<file path="src/rtl/ysyx_pcu_pkg.sv">
// Shared definitions for the PC unit: FSM state encoding and the default boot address.
`ifndef YSYX_XLEN
`define YSYX_XLEN 32
`endif

package ysyx_pcu_pkg;

    typedef enum logic [1:0] {
        PCU_BOOT  = 2'd0,
        PCU_RUN   = 2'd1,
        PCU_DRAIN = 2'd2
    } pcu_state_e;

    localparam logic [31:0] PCU_RESET_PC = 32'h8000_0000;

endpackage

</file>
<file path="src/rtl/ysyx_pcu.sv">
// PC unit: issues sequential fetch addresses with an outstanding-fetch limit,
// and handles writeback redirects by retagging the epoch and draining old fetches.
`ifndef YSYX_XLEN
`define YSYX_XLEN 32
`endif

module ysyx_pcu
    import ysyx_pcu_pkg::*;
#(
    parameter int                XLEN     = `YSYX_XLEN,
    parameter logic [XLEN-1:0]   RESET_PC = XLEN'(PCU_RESET_PC),
    parameter int                MAX_OUT  = 2
) (
    input  logic            clock,
    input  logic            reset,
    input  logic            wbu_valid,
    input  logic            wbu_retire,
    input  logic [XLEN-1:0] wbu_npc,
    output logic [XLEN-1:0] out_pc,
    output logic            out_epoch,
    output logic            out_valid,
    input  logic            in_ready,
    input  logic            resp_valid,
    output logic            out_flush
);

    localparam logic [1:0] MAX_CNT = 2'(MAX_OUT);

    pcu_state_e      state_q, state_d;
    logic [XLEN-1:0] pc_q;
    logic            epoch_q;
    logic            flush_q;
    logic [1:0]      cnt_q, cnt_d;

    logic            handshake;
    logic            redirect;
    logic            resp_eff;
    logic [XLEN-1:0] npc_aligned;

    assign out_valid   = (state_q == PCU_RUN) && (cnt_q < MAX_CNT);
    assign handshake   = out_valid & in_ready;
    assign redirect    = wbu_valid & wbu_retire;
    // A response with nothing outstanding is stale (e.g. from before a reset).
    assign resp_eff    = resp_valid && (cnt_q != 2'd0);
    assign npc_aligned = wbu_npc & ~XLEN'(3);

    always_comb begin
        cnt_d = cnt_q;
        if (handshake && !resp_eff) begin
            cnt_d = cnt_q + 2'd1;
        end else if (!handshake && resp_eff) begin
            cnt_d = cnt_q - 2'd1;
        end
    end

    always_comb begin
        state_d = state_q;
        if (redirect) begin
            state_d = (cnt_d != 2'd0) ? PCU_DRAIN : PCU_RUN;
        end else begin
            case (state_q)
                PCU_BOOT:  state_d = PCU_RUN;
                PCU_RUN:   state_d = PCU_RUN;
                PCU_DRAIN: state_d = (cnt_d == 2'd0) ? PCU_RUN : PCU_DRAIN;
                default:   state_d = PCU_BOOT;
            endcase
        end
    end

    always_ff @(posedge clock) begin
        if (reset) begin
            state_q <= PCU_BOOT;
            pc_q    <= RESET_PC;
            epoch_q <= 1'b0;
            flush_q <= 1'b0;
            cnt_q   <= 2'd0;
        end else begin
            state_q <= state_d;
            cnt_q   <= cnt_d;
            flush_q <= redirect;
            // Redirect wins over sequential advance; the coincident handshake is still counted.
            if (redirect) begin
                pc_q    <= npc_aligned;
                epoch_q <= ~epoch_q;
            end else if (handshake) begin
                pc_q    <= pc_q + XLEN'(4);
            end
        end
    end

    assign out_pc    = pc_q;
    assign out_epoch = epoch_q;
    assign out_flush = flush_q;

endmodule
</file>
<file path="config.mk">
export PLATFORM = sky130hd
export DESIGN_NAME = ysyx_pcu
export DESIGN_NICKNAME = d
export VERILOG_FILES = /design/src/rtl/ysyx_pcu_pkg.sv /design/src/rtl/ysyx_pcu.sv
export SDC_FILE = /design/constraint.sdc
export NUM_CORES = 1
export LEC_CHECK = 0
export CAP_MARGIN = 20
export CORE_MARGIN = 5
export CORE_UTILIZATION = 47
export CTS_BUF_LIST = sky130_fd_sc_hd__clkbuf_8 sky130_fd_sc_hd__clkbuf_16
export DETAILED_ROUTE_END_ITERATION = 10
export PLACE_DENSITY = 0.95
export RECOVER_POWER = 100
export SYNTH_ARGS = -nofsm -noshare
export SYNTH_HDL_FRONTEND = slang
export SYNTH_SLANG_ARGS = --single-unit
</file>
<file path="constraint.sdc">
create_clock -name clock -period 2.7 [get_ports clock]
set_input_delay 0.27 -clock clock [delete_from_list [all_inputs] [get_ports clock]]
set_output_delay 0.27 -clock clock [all_outputs]
set_load 0.02 [all_outputs]
</file>
Yosys cells after proc, flatten, opt, wreduce, memory -nomap -nowiden
Cells that the tools add are included.
{"block": "word_totals", "regBits": 38, "input_bits": 38, "output_inout_bits": 35, "elab_cells": 36}
{"block": "classes", "n_addsub": 3, "order_cmp": 1, "eq_ne": 2, "muxes": 8, "n_bitwise": 3, "reduce_logical": 13}
{"cell": "$mux 32", "n": 2}
{"cell": "$add 32x3->32 const B", "n": 1}
{"cell": "$mux 2", "n": 5}
{"cell": "$reduce_bool 2->1", "n": 3}
{"cell": "$logic_and 1x1->1", "n": 4}
{"cell": "$logic_not 2->1", "n": 2}
{"cell": "$pmux 2 s2", "n": 1}
{"cell": "$reduce_or 2->1", "n": 2}
{"cell": "$add 2x1->2 const B", "n": 1}
{"cell": "$and 1x1->1", "n": 2}
{"cell": "$eq 2x1->1 const B", "n": 1}
{"cell": "$eq 2x2->1 const B", "n": 1}
{"cell": "$logic_not 1->1", "n": 2}
{"cell": "$lt 2x2->1 const B", "n": 1}
{"cell": "$sub 2x1->2 const B", "n": 1}
{"cell": "$not 1->1", "n": 1}

Logic depth before layout (Yosys ltp)
Gate-level depths: netlist of run 1.
{"block": "logic_depth", "depth_word": 11, "ltp_mapped": 7, "mapped_depth_nobuf": 7}

Worst setup path before layout of run 1
OpenSTA, ideal clock, no wires.
{"block": "synth_path", "path_type": "reg2reg", "start": "reg pc_q[4] (netlist: out_pc[4])", "end": "reg pc_q[18] (netlist: out_pc[18])", "setup_ns": 0.079, "arrival_time_ns": 1.750, "t_required_ns": 2.621, "setup_slack_ns": 0.871, "path_stages_with_launch": 6, "n_path_buf": 0, "synth_period_minus_slack_ns": 1.829, "path_cell_list": "dfxtp_1 nand4_1 nor4_4 nand4_1 xor2_1 a211oi_2"}
{"block": "synth_via", "elab_chain_len": 3}
{"element": "from (decl)", "line": "ysyx_pcu.sv:30", "rtl": "logic [XLEN-1:0] pc_q;"}
{"element": "from (signal assigned)", "line": "ysyx_pcu.sv:83", "rtl": "pc_q <= npc_aligned;"}
{"element": "from (signal assigned)", "line": "ysyx_pcu.sv:86", "rtl": "pc_q <= pc_q + XLEN'(4);"}
{"element": "$add 32x3->32", "line": "ysyx_pcu.sv:86"}
{"element": "$mux 32", "line": "ysyx_pcu.sv:85", "rtl": "end else if (handshake) begin"}
{"element": "$mux 32", "line": "ysyx_pcu.sv:82", "rtl": "if (redirect) begin"}
No other way between the ends. The select of a mux whose other input is x is not followed.
A chain may end at the register's enable or synchronous reset.

Worst setup path after layout of run 1
{"block": "layout_path", "start": "in in_ready", "end": "reg pc_q[22] (netlist: out_pc[22])"}
{"block": "layout_via", "elab_chain_len": 2}
{"element": "from (decl)", "line": "ysyx_pcu.sv:22", "rtl": "input logic in_ready,"}
{"element": "$and 1x1->1", "line": "ysyx_pcu.sv:41", "rtl": "assign handshake = out_valid & in_ready;"}
{"element": "$reduce_bool 2->1 (no line)"}
No other way between the ends.

==> results of run 1 <==
==> cell type report <==
| cell class | count | share of cell area |
|---|---|---|
| Clock inverter | 2 | 0.00368 |
| Multi-Input combinational cell | 167 | 0.408 |
| Timing Repair Buffer | 72 | 0.263 |
| Sequential cell | 36 | 0.265 |
| Inverter | 5 | 0.00690 |
| Clock buffer | 6 | 0.0304 |
| Tap cell | 50 | 0.0230 |
==> routing by layer <==
metal,share of wire,vias to the layer above
met2,0.50,57
met4,0.014,0
met1,0.41,848
li1,-,913
met3,0.073,7
met5,0,-
==> power groups by stage <==
stage                     clock network [W]  logic [W]  registers [W]
after detailed placement                  0   0.000443       0.000654
after global placement                    0   0.000426       0.000650
after CTS                          0.000409   0.000446       0.000642
final                              0.000392   0.000424       0.000641
after floorplan                           0   0.000234       0.000684
after global routing               0.000430   0.000461       0.000654
==> worst min-delay path, cell delays in order (launching register included) <==
cell and delay (ns):
dfxtp_1 0.33, nand2_1 0.06, a311oi_1 0.08
==> worst max path at each step <==
stage              start    endpoint  slack (ns)  depth (start not counted)
2_1_floorplan  out_pc[4]  out_pc[18]        0.87                          5
3_3_place_gp    in_ready  out_pc[18]        0.35                          6
3_5_place_dp    in_ready  out_pc[21]        0.31                          6
4_1_cts         cnt_q[1]  out_pc[21]        0.60                          5
5_1_grt         cnt_q[1]  out_pc[21]        0.42                          5
6_report        in_ready  out_pc[22]        0.62                          6
==> cells in the mapped netlist <==
cell type	number	share of area
a22o_1	2	0.0091
and4_1	5	0.023
nand2_1	15	0.029
and4bb_2	1	0.0065
nand4_1	10	0.033
nand4bb_1	1	0.0059
clkbuf_1	11	0.022
o211ai_1	1	0.0039
nor4_1	1	0.0033
a311oi_1	1	0.0046
and2_1	2	0.0065
buf_6	1	0.0059
conb_1	1	0.0020
a211o_1	1	0.0046
inv_1	5	0.0098
a21oi_1	3	0.0078
nor3_1	2	0.0052
xor2_1	23	0.11
xnor2_1	9	0.041
dfxtp_1	36	0.38
nor2b_1	1	0.0033
nand3_1	12	0.031
and3_1	5	0.016
o22a_1	1	0.0046
nor3_4	1	0.0085
buf_4	2	0.0078
nor2_1	38	0.074
a211oi_2	5	0.033
ha_1	2	0.013
a211oi_1	21	0.082
nor4_4	2	0.022
==> metrics by stage <==
stage | utilization | cell area, µm² | hold WS [ns] | total power (W) | worst slack [ns]
global placement | 0.665 | 2640 | 0.502 | 0.00108 | 0.348
detailed placement | 0.665 | 2640 | 0.510 | 0.00110 | 0.314
floorplan | - | 1920 | 0.403 | 0.000918 | 0.871
finish | 0.685 | 2720 | 0.518 | 0.00146 | 0.620
global route | 0.685 | 2720 | 0.553 | 0.00154 | 0.417
CTS | 0.688 | 2730 | 0.525 | 0.00150 | 0.602
==> kinds of logic after synthesis <==
group	synth area share
XOR/XNOR	0.146
AND/OR/NAND/NOR	0.268
flip-flops	0.376
adder cells (fa/ha/maj)	0.0131
AO/OA/AOI/OAI	0.149
other	0.00196
buffers and inverters	0.0450
==> sequential cells by signal (all words and copies together) (netlist names) <==
signal     flops
out_epoch      1
out_flush      1
cnt_q          2
state_q        2
out_pc        30
==> impl_metrics.env, run 1 <==
export IMPL_swShare=0.315
export IMPL_maxCapViolations=0
export IMPL_tightestPinTransition_ns=0.760
export IMPL_ant_nets=0
export IMPL_gr_total_overflow=0
export IMPL_comb_power_share=0.291
export IMPL_design_core_area_um2=3970
export IMPL_r2r_start="cnt_q[1]"
export IMPL_die_area_um2=5460
export IMPL_drc_errors=0
export IMPL_cts_hold_buf=0
export IMPL_start_util=0.483
export IMPL_critPathBufInv=1
export IMPL_pwr_density_cell_nw_per_um2=536
export IMPL_dr_pass1_iters=4
export IMPL_clock_sinks=36
export IMPL_ys_types=31
export IMPL_final_common_cell="nor2_1"
export IMPL_postCtsSetupRepairBufs=0
export IMPL_setup_tns_ns=0
export IMPL_max_slew_margin=0.492
export IMPL_cp_top_family="simple AND/OR/NAND/NOR gates"
export IMPL_fin_crit_ns=2.08
export IMPL_drive_gt1_frac=0.0625
export IMPL_cp_arrival_ns=2.28
export IMPL_slowest_stage="nor4_4"
export IMPL_final_nets=327
export IMPL_fin_cells=338
export IMPL_hold_class="register to register"
export IMPL_wl_per_cell_um=13.9
export IMPL_cts_resized=0
export IMPL_multiInputGateArea_um2=1110
export IMPL_final_cell_mix="38 x nor2_1, 36 x dfxtp_1, 34 x clkdlybuf4s50_1, 34 x dlygate4sd3_1, 23 x xor2_1"
export IMPL_cts_tree="yes"
export IMPL_clk_pin_slew_ns=0.07
export IMPL_critPathKind="input port to register"
export IMPL_cts_buffers_inserted=5
export IMPL_reg2reg_setup_slack_ns=0.63
export IMPL_p_int_w=0.000998
export IMPL_dpl_hpwl_um=3620
export IMPL_fp_dieW_um=73.9
export IMPL_reg2reg_depth=5
export IMPL_start_kind="input port"
export IMPL_seq_area_frac_synth=0.376
export IMPL_grt_use_met3=0.0492
export IMPL_max_clock_freq_mhz=481
export IMPL_cts_htree_levels=2
export IMPL_io_pins=73
export IMPL_grt_pass1_wl_um=7780
export IMPL_critPathCaptureType="register"
export IMPL_first_global_vias=1793
export IMPL_synth_area_um2=1920
export IMPL_vias_per_cell=5.40
export IMPL_portBuffers=68
export IMPL_vdd_drop_max_mv=0.297
export IMPL_die_h_um=73.9
export IMPL_register_area_um2=721
export IMPL_wl_um=4700
export IMPL_num_antenna_cells=0
export IMPL_path_max_fanout=10
export IMPL_grt_util_met2=0.331
export IMPL_root_buffer="clkbuf_8"
export IMPL_p_seq_frac=0.440
export IMPL_status="complete, no violations"
export IMPL_syn_area_per_cell_um2=8.67
export IMPL_period_share=0.770
export IMPL_clk_latency_ns=0.29
export IMPL_grt_use_met1=0.204
export IMPL_cp_data_required_time_ns=2.90
export IMPL_drt_iter0_drc=84
export IMPL_p_switching_w=0.000459
export IMPL_num_vias=1825
export IMPL_place_gp_congestion=0.775
export IMPL_holdPathStages=2
export IMPL_top_usage_layer="met2"
export IMPL_yosys_warnings=0
export IMPL_finalSetupViolations=0
export IMPL_grt_max_degree=36
export IMPL_pwr_share_clk=0.269
export IMPL_synthCells=221
export IMPL_cts_buffer_depth=2
export IMPL_area_growth_pct=41.8
export IMPL_critPathMaxStageDelay_ns=0.65
export IMPL_fillers=343
export IMPL_drv_slew=0
export IMPL_hold_viol=0
export IMPL_min_to="out_pc[3]"
export IMPL_path_cells="clkdlybuf4s50_1, nand4bb_1, nor4_4, nand4_1, xor2_1, a211oi_1"
export IMPL_rsz0062_at_grt="false"
export IMPL_antenna_found_initial=0
export IMPL_grt_total_usage=0.183
export IMPL_clock_skew_ns=0.00361
export IMPL_fp_row_count=23
export IMPL_synth_seq_cells=36
export IMPL_min_from="out_pc[3]"
export IMPL_place_inst=330
export IMPL_r2r_end="out_pc[22]"
export IMPL_p_leak_nw=1.07
(Power assumes the default switching activity.)
==> run 2, diff against run 1 <==
--- a/config.mk
+++ b/config.mk
@@ -7,10 +7,10 @@
 export LEC_CHECK = 0
 export CAP_MARGIN = 20
 export CORE_MARGIN = 5
-export CORE_UTILIZATION = 47
+export CORE_UTILIZATION = 44
 export CTS_BUF_LIST = sky130_fd_sc_hd__clkbuf_8 sky130_fd_sc_hd__clkbuf_16
 export DETAILED_ROUTE_END_ITERATION = 10
-export PLACE_DENSITY = 0.95
+export PLACE_DENSITY = 0.91
 export RECOVER_POWER = 100
 export SYNTH_ARGS = -nofsm -noshare
 export SYNTH_HDL_FRONTEND = slang
==> constraint.sdc (replaced) <==
create_clock -name clock -period 2.1 [get_ports clock]
set_input_delay 0.21 -clock clock [delete_from_list [all_inputs] [get_ports clock]]
set_output_delay 0.21 -clock clock [all_outputs]
set_load 0.02 [all_outputs]
==> run 2 against run 1 <==
Effect of this change:
- sequential power increased by 29%
- non-clock buffer count is 4 higher
- register-to-register slack worse by 0.36 ns
- critical path type is now register to register
- largest power group unchanged
==> impl_metrics.env, run 2 (synthesis results as in run 1) <==
export IMPL_status="complete, no violations"
export IMPL_cp_data_required_time_ns=2.31
export IMPL_clock_sinks=36
export IMPL_portBuffers=68
export IMPL_vdd_drop_max_mv=0.646
export IMPL_reg2reg_setup_slack_ns=0.27
export IMPL_hold_class="input port to register"
export IMPL_first_global_vias=1827
export IMPL_fp_dieW_um=76.0
export IMPL_rsz0062_at_grt="false"
export IMPL_r2r_start="cnt_q[1]"
export IMPL_cp_arrival_ns=2.04
export IMPL_cts_hold_buf=0
export IMPL_cts_tree="yes"
export IMPL_drt_iter0_drc=65
export IMPL_num_vias=1816
export IMPL_area_growth_pct=43.7
export IMPL_antenna_found_initial=0
export IMPL_p_leak_nw=1.09
export IMPL_cts_htree_levels=2
export IMPL_finalSetupViolations=0
export IMPL_pwr_density_cell_nw_per_um2=714
export IMPL_vias_per_cell=5.28
export IMPL_r2r_end="out_pc[28]"
export IMPL_largest_register_ffs=30
export IMPL_drive_gt1_frac=0.0753
export IMPL_critPathBufInv=2
export IMPL_tightestPinTransition_ns=1.08
export IMPL_min_from="wbu_npc[31]"
export IMPL_io_pins=73
export IMPL_max_slew_margin=0.280
export IMPL_drv_slew=0
export IMPL_maxCapViolations=0
export IMPL_final_nets=331
export IMPL_grt_total_usage=0.165
export IMPL_wl_per_cell_um=14.0
export IMPL_clk_latency_ns=0.28
export IMPL_hold_viol=0
export IMPL_critPathMaxStageDelay_ns=0.37
export IMPL_start_kind="register"
export IMPL_postCtsSetupRepairBufs=0
export IMPL_cts_buffers_inserted=5
export IMPL_max_clock_freq_mhz=546
export IMPL_die_h_um=76.0
export IMPL_reg2reg_depth=7
export IMPL_slowest_stage="dfxtp_1"
export IMPL_final_cell_mix="38 x nor2_1, 36 x dfxtp_1, 34 x clkdlybuf4s50_1, 34 x dlygate4sd3_1, 23 x xor2_1"
export IMPL_grt_max_degree=57
export IMPL_root_buffer="clkbuf_8"
export IMPL_path_max_fanout=8
export IMPL_wl_um=4830
export IMPL_whs_ns=0.510
export IMPL_dr_pass1_iters=4
export IMPL_cts_resized=0
export IMPL_min_to="out_pc[31]"
export IMPL_total_power_w=0.00197
export IMPL_clk_pin_slew_ns=0.07
export IMPL_period_share=0.872
export IMPL_fillers=391
export IMPL_fin_crit_ns=1.83
export IMPL_gr_total_overflow=0
export IMPL_place_gp_congestion=0.784
export IMPL_die_area_um2=5780
export IMPL_dpl_hpwl_um=3620
export IMPL_holdPathStages=3
export IMPL_grt_pass1_wl_um=8060
export IMPL_final_common_cell="nor2_1"
export IMPL_setup_tns_ns=0
export IMPL_critPathCaptureType="register"
export IMPL_cp_top_family="simple AND/OR/NAND/NOR gates"
export IMPL_fp_row_count=24
export IMPL_drc_errors=0
export IMPL_start_util=0.446
export IMPL_clock_skew_ns=0.00610
export IMPL_design_core_area_um2=4290
export IMPL_critPathKind="register to register"
export IMPL_ant_nets=0
export IMPL_cts_buffer_depth=2
export IMPL_num_antenna_cells=0
export IMPL_path_cells="nand4bb_1, buf_4, nor4_4, clkbuf_1, nand4_1, xor2_1, a211oi_2"
-- run 2: metal layers --
metal | global-route usage | up-vias | part of all wire
met3 | 0.0508 | 14 | 0.057
met1 | 0.187 | 830 | 0.42
met2 | 0.283 | 57 | 0.50
li1 | - | 915 | -
met4 | 0.0712 | 0 | 0.027
met5 | 0 | - | 0
-- run 2: worst reg2reg max path, delay by kind of cell, from the launching register on --
| family | cells | cell delay [ns] |
|---|---|---|
| and+or+nand+nor | 3 | 0.60 |
| buffers and inverters | 2 | 0.41 |
| DFF | 1 | 0.37 |
| AOI/OAI and AO/OA | 1 | 0.20 |
| xor gates and xnor gates | 1 | 0.17 |
-- run 2: worst max-delay path by stage --
stage                    from    endpoint  slack [ns]  cells after the start
CTS                  cnt_q[1]  out_pc[25]        0.24                      7
detailed placement   in_ready  out_pc[25]        0.01                      8
finish               cnt_q[1]  out_pc[28]        0.27                      7
floorplan           out_pc[4]  out_pc[18]        0.27                      5
global route         cnt_q[1]  out_pc[25]        0.11                      7
global placement     in_ready  out_pc[25]        0.09                      8
-- run 2: cell type report --
class | instances | area, µm² | share of cell area
clock buffer | 5 | 68.8 | 0.0250
clock inverter | 3 | 38.8 | 0.0141
inverter | 5 | 18.8 | 0.00682
multi-input combinational | 167 | 1110 | 0.403
sequential | 36 | 721 | 0.262
tap | 52 | 65.1 | 0.0236
timing repair buffer | 76 | 731 | 0.265
-- run 2: stage by stage --
step | cells | utilization | area, µm² | setup slack [ns]
after CTS | 344 | 0.648 | 2780 | 0.238
after detailed placement | 336 | 0.623 | 2670 | 0.0113
after global placement | 336 | 0.623 | 2670 | 0.0947
after floorplan | 222 | - | 1920 | 0.271
after global routing | 344 | 0.641 | 2750 | 0.109
final | 344 | 0.641 | 2750 | 0.268
-- run 2: where the power goes --
group          switching, W  total (W)  internal (W)
logic              0.000272   0.000544      0.000272
registers         0.0000762   0.000827      0.000751
clock network      0.000246   0.000594      0.000347
==> run 3, diff against run 2 <==
--- a/config.mk
+++ b/config.mk
@@ -5,10 +5,11 @@
 export SDC_FILE = /design/constraint.sdc
 export NUM_CORES = 1
 export LEC_CHECK = 0
-export CAP_MARGIN = 20
+export CAP_MARGIN = 10
 export CORE_MARGIN = 5
 export CORE_UTILIZATION = 44
 export CTS_BUF_LIST = sky130_fd_sc_hd__clkbuf_8 sky130_fd_sc_hd__clkbuf_16
+export CTS_CLUSTER_DIAMETER = 30
 export DETAILED_ROUTE_END_ITERATION = 10
 export PLACE_DENSITY = 0.91
 export RECOVER_POWER = 100
==> constraint.sdc (replaced) <==
create_clock -name clock -period 1.87 [get_ports clock]
set_input_delay 0.187 -clock clock [delete_from_list [all_inputs] [get_ports clock]]
set_output_delay 0.187 -clock clock [all_outputs]
set_load 0.02 [all_outputs]
==> run 3 against run 2 <==
Effect of this change:
- non-clock buffer count rose by 12
- critical endpoint is now out_pc[20]
- maximum frequency up 6.9%
- global-route usage is 0.60 points higher
- register-to-register slack worse by 0.11 ns
- worst setup slack worse by 0.11 ns
==> impl_metrics.env, run 3 (synthesis results as in run 1) <==
export IMPL_status="complete, no violations"
export IMPL_fin_cells=356
export IMPL_maxCapViolations=0
export IMPL_io_pins=73
export IMPL_pwr_density_cell_nw_per_um2=750
export IMPL_cp_data_required_time_ns=2.06
export IMPL_clk_latency_ns=0.28
export IMPL_place_gp_congestion=0.782
export IMPL_num_antenna_cells=0
export IMPL_min_from="wbu_npc[31]"
export IMPL_die_area_um2=5780
export IMPL_antenna_found_initial=0
export IMPL_start_kind="register"
export IMPL_final_core_util=0.666
export IMPL_drv_slew=0
export IMPL_reg2reg_setup_slack_ns=0.16
export IMPL_grt_total_usage=0.171
export IMPL_grt_max_degree=31
export IMPL_drc_errors=0
export IMPL_dpl_hpwl_um=3690
export IMPL_largest_register_ffs=30
export IMPL_fillers=371
export IMPL_cp_arrival_ns=1.91
export IMPL_wl_per_cell_um=13.9
export IMPL_final_nets=343
export IMPL_finalSetupViolations=0
export IMPL_design_core_area_um2=4290
export IMPL_grt_pass1_wl_um=8490
export IMPL_critPathCaptureType="register"
export IMPL_first_global_vias=1904
export IMPL_total_power_w=0.00215
export IMPL_die_h_um=76.0
export IMPL_vdd_drop_max_mv=0.608
export IMPL_drt_iter0_drc=60
export IMPL_clock_skew_ns=0.00559
export IMPL_fp_row_count=24
export IMPL_wl_um=4950
export IMPL_critPathKind="register to register"
export IMPL_place_inst=344
export IMPL_fp_dieW_um=76.0
export IMPL_vias_per_cell=5.26
export IMPL_period_share=0.917
export IMPL_ant_nets=0
export IMPL_p_leak_nw=1.16
export IMPL_gr_total_overflow=0
export IMPL_r2r_end="out_pc[20]"
export IMPL_holdPathStages=3
export IMPL_final_common_cell="nor2_1"
export IMPL_path_max_fanout=6
export IMPL_portBuffers=68
export IMPL_cts_buffers_inserted=5
export IMPL_reg2reg_depth=7
export IMPL_hold_class="input port to register"
export IMPL_root_buffer="clkbuf_8"
export IMPL_cts_tree="yes"
export IMPL_hold_viol=0
export IMPL_rsz0062_at_grt="false"
export IMPL_fin_crit_ns=1.71
export IMPL_clk_pin_slew_ns=0.07
export IMPL_cts_hold_buf=0
export IMPL_clock_sinks=36
export IMPL_final_cell_mix="38 x nor2_1, 36 x clkdlybuf4s50_1, 32 x dfxtp_1, 32 x dlygate4sd3_1, 23 x xor2_1"
export IMPL_area_growth_pct=49.2
export IMPL_start_util=0.446
export IMPL_max_clock_freq_mhz=583
export IMPL_r2r_start="out_pc[10]"
export IMPL_dr_pass1_iters=4
export IMPL_min_to="out_pc[31]"
export IMPL_cts_htree_levels=2
export IMPL_cts_buffer_depth=2
export IMPL_num_vias=1871
export IMPL_drive_gt1_frac=0.128
==> run 3: worst max-delay path: stages (launching register included) <==
cell and delay [ns]:
dfxtp_2 0.35, nand4_1 0.17, clkbuf_1 0.16, nor4_4 0.26, buf_4 0.19, nand2_1 0.06
xor2_1 0.17, a211oi_2 0.26
==> run 3: final cells by class <==
type,instances,area [µm²],area share
clock buffer,6,82.6,0.0289
clock inverter,2,7.51,0.00263
inverter,5,18.8,0.00656
multi-input combinational,167,1120,0.393
sequential,36,728,0.255
tap,52,65.1,0.0228
timing repair buffer,88,833,0.291
==> run 3: worst max path at each step <==
stage / start / to / slack, ns / depth (start not counted)
CTS: out_pc[6] / out_pc[21] / 0.11 / 6
global route: out_pc[10] / out_pc[20] / 0.002 / 7
global placement: in_ready / out_pc[25] / -0.11 / 8
finish: out_pc[10] / out_pc[20] / 0.16 / 7
detailed placement: in_ready / out_pc[21] / -0.14 / 8
floorplan: out_pc[4] / out_pc[18] / 0.04 / 5
==> run 3: report_power, final <==
| group | leakage [nW] | internal (W) | switching (W) |
|---|---|---|---|
| Sequential | 0.299 | 0.000844 | 0.0000718 |
| Combinational | 0.804 | 0.000344 | 0.000334 |
| Clock | 0.0538 | 0.000289 | 0.000262 |
| Total | 1.16 | 0.00148 | 0.000667 |
==> run 3: repair_timing <==
item,CTS,global route
setup buffers,0,4
setup endpoints to repair,0,10
gates resized for setup,0,8
==> run 3: through the flow <==
stage	setup TNS (ns)	instance area (µm²)	worst slack, ns	hold WS, ns
finish	0	2860	0.155	0.486
global route	0	2860	0.00169	0.503
detailed placement	-1.59	2730	-0.140	0.522
global placement	-0.979	2730	-0.108	0.506
floorplan	0	1920	0.0405	0.320
CTS	0	2820	0.105	0.481
==> run 3: layer usage <==
layer | track usage | part of all wire
met5 | 0 | 0
met2 | 0.296 | 0.51
met4 | 0.0587 | 0.012
met3 | 0.0402 | 0.055
met1 | 0.205 | 0.43
